<file path="src/rtl/ptp_gmii_tx.sv">
// GMII transmit serialiser for the PTP egress path.
// Turns a 32-bit valid/ready frame stream into preamble + SFD + payload bytes
// on GMII, enforces the inter-frame gap and flags the egress start of frame
// so the time-stamp unit can latch the transmit time.
module ptp_gmii_tx #(
    parameter int IFG_BYTES = 12
) (
    input  logic        gmii_clk,
    input  logic        rst,
    input  logic        in_valid,
    output logic        in_ready,
    input  logic [31:0] in_data,
    input  logic        in_sop,
    input  logic        in_eop,
    input  logic [1:0]  in_mod,
    output logic        gmii_ctrl,
    output logic [7:0]  gmii_data,
    output logic        tx_sop,
    output logic        tx_underrun,
    output logic        tx_busy,
    output logic [15:0] tx_frame_cnt
);

    localparam logic [7:0] PREAMBLE   = 8'h55;
    localparam logic [7:0] SFD        = 8'hD5;
    localparam logic [7:0] IFG_TARGET = 8'(IFG_BYTES);

    // The state names what gmii is showing in the current cycle; every
    // registered output is computed one edge ahead together with the state.
    typedef enum logic [2:0] {
        IDLE,
        PRE,
        DATA,
        DRAIN,
        IFG
    } state_t;

    state_t      state;
    logic [2:0]  pre_cnt;
    logic [1:0]  byte_idx;
    logic [31:0] word;
    logic        word_eop;
    logic [1:0]  word_mod;
    logic [7:0]  ifg_cnt;

    logic [1:0]  last_idx;
    logic        last_byte;
    logic [1:0]  next_idx;
    logic [7:0]  ifg_inc;

    // Pick a byte of a word, most significant byte first on the wire.
    function automatic logic [7:0] sel_byte(input logic [31:0] w, input logic [1:0] idx);
        logic [7:0] b;
        case (idx)
            2'd0:    b = w[31:24];
            2'd1:    b = w[23:16];
            2'd2:    b = w[15:8];
            default: b = w[7:0];
        endcase
        return b;
    endfunction

    // Index of the final byte of the held word; an eop word may be short
    // and in_mod==0 means a full word.
    always_comb begin
        last_idx = 2'd3;
        if (word_eop && word_mod != 2'd0) begin
            last_idx = word_mod - 2'd1;
        end
    end

    assign last_byte = (byte_idx == last_idx);
    assign next_idx  = byte_idx + 2'd1;
    assign ifg_inc   = (ifg_cnt == 8'hFF) ? ifg_cnt : ifg_cnt + 8'd1;

    // Ready only where a word can be consumed: IDLE, DRAIN, and the last
    // byte of a non-eop word so the next word follows without a bubble.
    // Held low while reset is asserted so the source sees nothing accepted.
    always_comb begin
        in_ready = 1'b0;
        if (!rst) begin
            case (state)
                IDLE:    in_ready = 1'b1;
                DRAIN:   in_ready = 1'b1;
                DATA:    in_ready = last_byte && !word_eop;
                default: in_ready = 1'b0;
            endcase
        end
    end

    assign tx_busy = (state != IDLE);

    // Transmit state machine with registered GMII, strobe and counter outputs.
    always_ff @(posedge gmii_clk or posedge rst) begin
        if (rst) begin
            state        <= IDLE;
            pre_cnt      <= 3'd0;
            byte_idx     <= 2'd0;
            word         <= 32'd0;
            word_eop     <= 1'b0;
            word_mod     <= 2'd0;
            ifg_cnt      <= IFG_TARGET;
            gmii_ctrl    <= 1'b0;
            gmii_data    <= 8'h00;
            tx_sop       <= 1'b0;
            tx_underrun  <= 1'b0;
            tx_frame_cnt <= 16'd0;
        end else begin
            tx_sop      <= 1'b0;
            tx_underrun <= 1'b0;
            case (state)
                IDLE: begin
                    if (in_valid && in_sop) begin
                        word      <= in_data;
                        word_eop  <= in_eop;
                        word_mod  <= in_mod;
                        pre_cnt   <= 3'd0;
                        gmii_ctrl <= 1'b1;
                        gmii_data <= PREAMBLE;
                        tx_sop    <= 1'b1;
                        state     <= PRE;
                    end else begin
                        gmii_ctrl <= 1'b0;
                        gmii_data <= 8'h00;
                    end
                end
                PRE: begin
                    gmii_ctrl <= 1'b1;
                    if (pre_cnt == 3'd7) begin
                        byte_idx  <= 2'd0;
                        gmii_data <= word[31:24];
                        state     <= DATA;
                    end else begin
                        pre_cnt   <= pre_cnt + 3'd1;
                        gmii_data <= (pre_cnt == 3'd6) ? SFD : PREAMBLE;
                    end
                end
                DATA: begin
                    if (!last_byte) begin
                        byte_idx  <= next_idx;
                        gmii_ctrl <= 1'b1;
                        gmii_data <= sel_byte(word, next_idx);
                    end else if (word_eop) begin
                        tx_frame_cnt <= tx_frame_cnt + 16'd1;
                        gmii_ctrl    <= 1'b0;
                        gmii_data    <= 8'h00;
                        ifg_cnt      <= 8'd1;
                        state        <= IFG;
                    end else if (in_valid) begin
                        word      <= in_data;
                        word_eop  <= in_eop;
                        word_mod  <= in_mod;
                        byte_idx  <= 2'd0;
                        gmii_ctrl <= 1'b1;
                        gmii_data <= in_data[31:24];
                    end else begin
                        tx_underrun <= 1'b1;
                        gmii_ctrl   <= 1'b0;
                        gmii_data   <= 8'h00;
                        ifg_cnt     <= 8'd1;
                        state       <= DRAIN;
                    end
                end
                DRAIN: begin
                    gmii_ctrl <= 1'b0;
                    gmii_data <= 8'h00;
                    ifg_cnt   <= ifg_inc;
                    if (in_valid && in_eop) begin
                        state <= IFG;
                    end
                end
                IFG: begin
                    gmii_ctrl <= 1'b0;
                    gmii_data <= 8'h00;
                    if (ifg_cnt >= IFG_TARGET) begin
                        state <= IDLE;
                    end else begin
                        ifg_cnt <= ifg_inc;
                    end
                end
                default: begin
                    gmii_ctrl <= 1'b0;
                    gmii_data <= 8'h00;
                    state     <= IDLE;
                end
            endcase
        end
    end

endmodule

</file>
<file path="config.mk">
export PLATFORM = sky130hd
export DESIGN_NAME = ptp_gmii_tx
export DESIGN_NICKNAME = d
export VERILOG_FILES = /design/src/rtl/ptp_gmii_tx.sv
export SDC_FILE = /design/constraint.sdc
export NUM_CORES = 1
export LEC_CHECK = 0
export CORE_MARGIN = 5
export CORE_UTILIZATION = 42
export CTS_CLUSTER_DIAMETER = 50
export CTS_CLUSTER_SIZE = 16
export DETAILED_ROUTE_END_ITERATION = 16
export PLACE_DENSITY = 0.72
export SLEW_MARGIN = 20
export SYNTH_ARGS = -nofsm -noshare
export SYNTH_HDL_FRONTEND = slang
export SYNTH_SLANG_ARGS = --single-unit
export TNS_END_PERCENT = 20
</file>
<file path="constraint.sdc">
create_clock -name gmii_clk -period 6.7 [get_ports gmii_clk]
set_input_delay 1.34 -clock gmii_clk [delete_from_list [all_inputs] [get_ports gmii_clk]]
set_output_delay 1.34 -clock gmii_clk [all_outputs]
set_load 0.02 [all_outputs]
</file>
# After elaboration in Yosys (flattened, before gate mapping)

Index checks and enable logic that the tools add are counted.

Register bits: 78
Bits in latches: 0
Memory bits (writable): 0
ROM bits: 0
Bits of input ports: 39
Output and inout bits: 29
Word-level logic and storage cells: 119
Memories kept: 0

Add/subtract/negate cells: 5
Multipliers: 0
Div/mod/pow operators: 0
Magnitude comparators: 1
Eq/ne operators: 22
Shifts and indexed selects: 0
Mux-type cells: 58
Bitwise operators: 0
Reductions and logical operators: 21

Operator list:

| operator                | count |
|---|---|
| $mux W32                | 4 |
| $mux W8                 | 10 |
| $pmux W8 S3             | 3 |
| $pmux W32 S2            | 1 |
| $mux W3                 | 9 |
| $mux W2                 | 9 |
| $ne A2 B2 Y1 const B    | 9 |
| $add A16 B1 Y16 const B | 1 |
| $pmux W3 S5             | 1 |
| $mux W1                 | 14 |
| $eq A3 B3 Y1 const B    | 3 |
| $ne A3 B3 Y1 const B    | 3 |
| $reduce_and A3 Y1       | 3 |
| $add A8 B1 Y8 const B   | 1 |
| $eq A8 B8 Y1 const B    | 1 |
| $ge A8 B4 Y1 const B    | 1 |
| $pmux W2 S2             | 2 |
| $reduce_and A4 Y1       | 2 |
| $reduce_bool A2 Y1      | 4 |
| $mux W7                 | 1 |
| $eq A3 B2 Y1 const B    | 2 |
| $pmux W3 S2             | 1 |
| $reduce_and A6 Y1       | 1 |
| $reduce_bool A3 Y1      | 2 |
| other kinds (15)        | 19 |

# Longest topological paths before layout

Depth after elaboration: 7
Depth in mapped cells: 7
Depth with buffers taken out: 7

# Worst setup path after synthesis

OpenSTA, ideal clock, no wires.

Kind: input to output
From: input rst
To: output in_ready
Arrival time: 2437 ps
Data required time: 5360 ps
Slack: 2923 ps
Cell stages on the path: 1
Buffers on the path: 0
Path through: a2111oi_0

Word-level cells in the longest chain between the ends: 1

Ends and longest elaborated chain:

| element         | RTL line | text |
|---|---|---|
| start, declared | 9        | `input logic rst,` |
| $mux W1         | 81       | `if (!rst) begin` |
| end, declared   | 11       | `output logic in_ready,` |

No other way between the ends.

# Worst setup path in the final report

Ends and elaborated chain as after synthesis.

==> reports/qor.yml <==
cts_tree: "yes"
async_flop_share_pct: 100.0
fillers: 806
slew_headroom_pct: 36.56
yosysWarnings: 0
post-cts-setup-buffer-count: 0
finClkSkew_ps: 11.60
grt_pass1_vias: 2963
ctsHoldBuffers: 0
synth_edf_count: 0
crit_path_start_kind: "input pin"
crit_fanout: 2
worst_pin_slew_ps: 949.3
pre_cts_slack_ps: 2504
cp.arrival_ps: 2830
drive_above_1_share_pct: 16.15
p_leak_nw: 2.045
grt_pass1_wl_microns: 14630
firstDrtPassIters: 4
clock_latency_ps: 350
start_util_pct: 42.83
vias: 2938
die_h_microns: 106.6
cts_resized: 0
yosys.area.top_type: "dfrtp_1"
status: "complete, no violations"
routed_via_density: 5.523
placed_cell_area_sq_mm: 0.004648
post_drt_wl_per_cell_microns: 15.99
synth_cell_types: 54
drc: 0
gp_congestion: 0.7910
cts-root-buf: "clkbuf_8"
grt-ovfl-total: 0
area_growth_pct: 24.19
final_area_sq_mm: 0.004868
syn_nets: 405
synth_area_sq_mm: 0.003920
synthCells: 355
nets: 466
dieArea_sq_mm: 0.01137
instances_no_fill: 532
fin_tns_setup_ps: 0
ys_ff_latch: 78
die_w_microns: 106.6
setup_viol: 0
synth_area_leaders: "dfrtp_1, mux2_2, xnor2_1"
dp_hpwl_microns: 6028
power_density_mw_per_mm2: 396.9
vdd_drop_max_v: 0.0001828
crit_required_ps: 5360
cts_buffer_depth: 2
yosysSeqAreaShare_pct: 49.86
port_buffers: 67
hold_ws_ps: 476.8
worst_slack_ps: 2531
antenna_found_initial: 0
layout_commonest_cell: "dfrtp_1"
drv_slew: 0
place_inst: 516
fin_crit_ps: 4169
grt_usage_pct: 15.85
clkTransAtPathRegs_ps: 80
grt_max_degree: 79
cts.sinks: 78
min_path_type: "reg -> reg"
max_cap_viol_count: 0
core_area_sq_mm: 0.009153
cp-end-kind: "output pin"
avgSynthCellArea_sq_um: 11.04
rows: 35
io_pins: 68
numCtsBuffers: 9
n_antenna_cell: 0
drt-total-wl_microns: 8505
final_cell_mix: "dfrtp_1, clkdlybuf4s50_1, mux2_2"
crit_type: "in -> out"
max_freq_ghz: 0.2399
rsz0062_at_grt: "false"
h-tree-depth: 3
ant_nets: 0
first_iter_violations: 200
hold_viol: 0
ys.flop_type: "dfrtp_1"
synth_top_area_share_pct: 48.52
fin_crit_sh_pct: 62.22
## power breakdown
group,internal [mW],switching [mW],leakage (nW)
Combinational,0.370,0.408,0.951
Clock,0.196,0.179,0.110
Sequential,0.638,0.142,0.984
## layout make-up
| type | count | area [sq um] | share of cell area [%] |
|---|---|---|---|
| well taps | 111 | 138.9 | 2.853 |
| multi-input cells | 247 | 1832 | 37.63 |
| flip-flops and latches | 78 | 1954 | 40.14 |
| repair buffers | 68 | 681.9 | 14.01 |
| inverters | 12 | 45.04 | 0.9252 |
| clock buffers | 11 | 151.4 | 3.110 |
| clock inverters | 5 | 65.06 | 1.336 |
## registers in the layout, indices dropped and copies added (netlist names)
register / count
byte_idx: 2
gmii_ctrl: 1
gmii_data: 8
ifg_cnt: 8
pre_cnt: 3
state: 3
tx_frame_cnt: 16
tx_sop: 1
tx_underrun: 1
word: 32
word_eop: 1
word_mod: 2
## cells in the mapped netlist, types with 5 or more instances
cell	instances
a211o_1	5
a21oi_1	13
a222oi_1	8
and3_1	8
buf_2	8
clkbuf_1	7
dfrtp_1	76
ha_1	11
inv_1	11
mux2_2	35
nand2_1	25
nand2b_1	7
nand3_1	12
nand4_1	15
nor2_1	17
nor3_1	7
o21ai_1	9
xnor2_1	16
## through the flow
| stage | util (%) | total power, mW |
|---|---|---|
| finish | 53.19 | 1.932 |
| global route | 53.19 | 2.074 |
| CTS | 53.15 | 1.948 |
| detailed placement | 50.79 | 1.570 |
| global placement | 50.79 | 1.539 |
| floorplan | - | 1.342 |
## worst max-delay path: stages
cell and delay, ps:
clkdlybuf4s50_1 430, a2111oi_0 380, clkdlybuf4s50_1 680
## final timing paths
| path | from | end | slack (ps) | depth (start not counted) |
|---|---|---|---|---|
| hold reg to reg | tx_frame_cnt[15]$_DFFE_PP0P_ | tx_frame_cnt[15]$_DFFE_PP0P_ | 480 | 1 |
| setup / recovery | rst | in_ready | 2530 | 3 |
| max in group asynchronous | rst | word[20]$_DFFE_PP0P_ | 4710 | 3 |
| setup reg to reg | word_mod[0]$_DFFE_PP0P_ | ifg_cnt[0]$_DFFE_PP0P_ | 4300 | 7 |
| min in group asynchronous | rst | state[0]$_DFFE_PP0P_ | 1500 | 3 |
| hold / removal | tx_frame_cnt[15]$_DFFE_PP0P_ | tx_frame_cnt[15]$_DFFE_PP0P_ | 480 | 1 |
## logic make-up (layout without fill, tap and decap cells)
kind of cell	Yosys count	in the layout	share of synthesized area (%)
flip-flops	78	78	49.86
buffers and inverters	30	96	3.415
XOR/XNOR	17	17	3.798
adder cells (fa/ha/maj)	11	11	3.511
AND/OR/NAND/NOR	114	114	15.67
multiplexers	38	38	10.95
AO/OA/AOI/OAI	67	67	12.80
## per-layer routing
layer	track usage [%]	share of wire [%]	routed length (microns)
met5	0	0	0
met3	3.010	3.5	294
met2	26.84	51	4325
met1	20.77	45	3805
met4	4.475	0.94	80
Power figures use the tool's default switching activity.
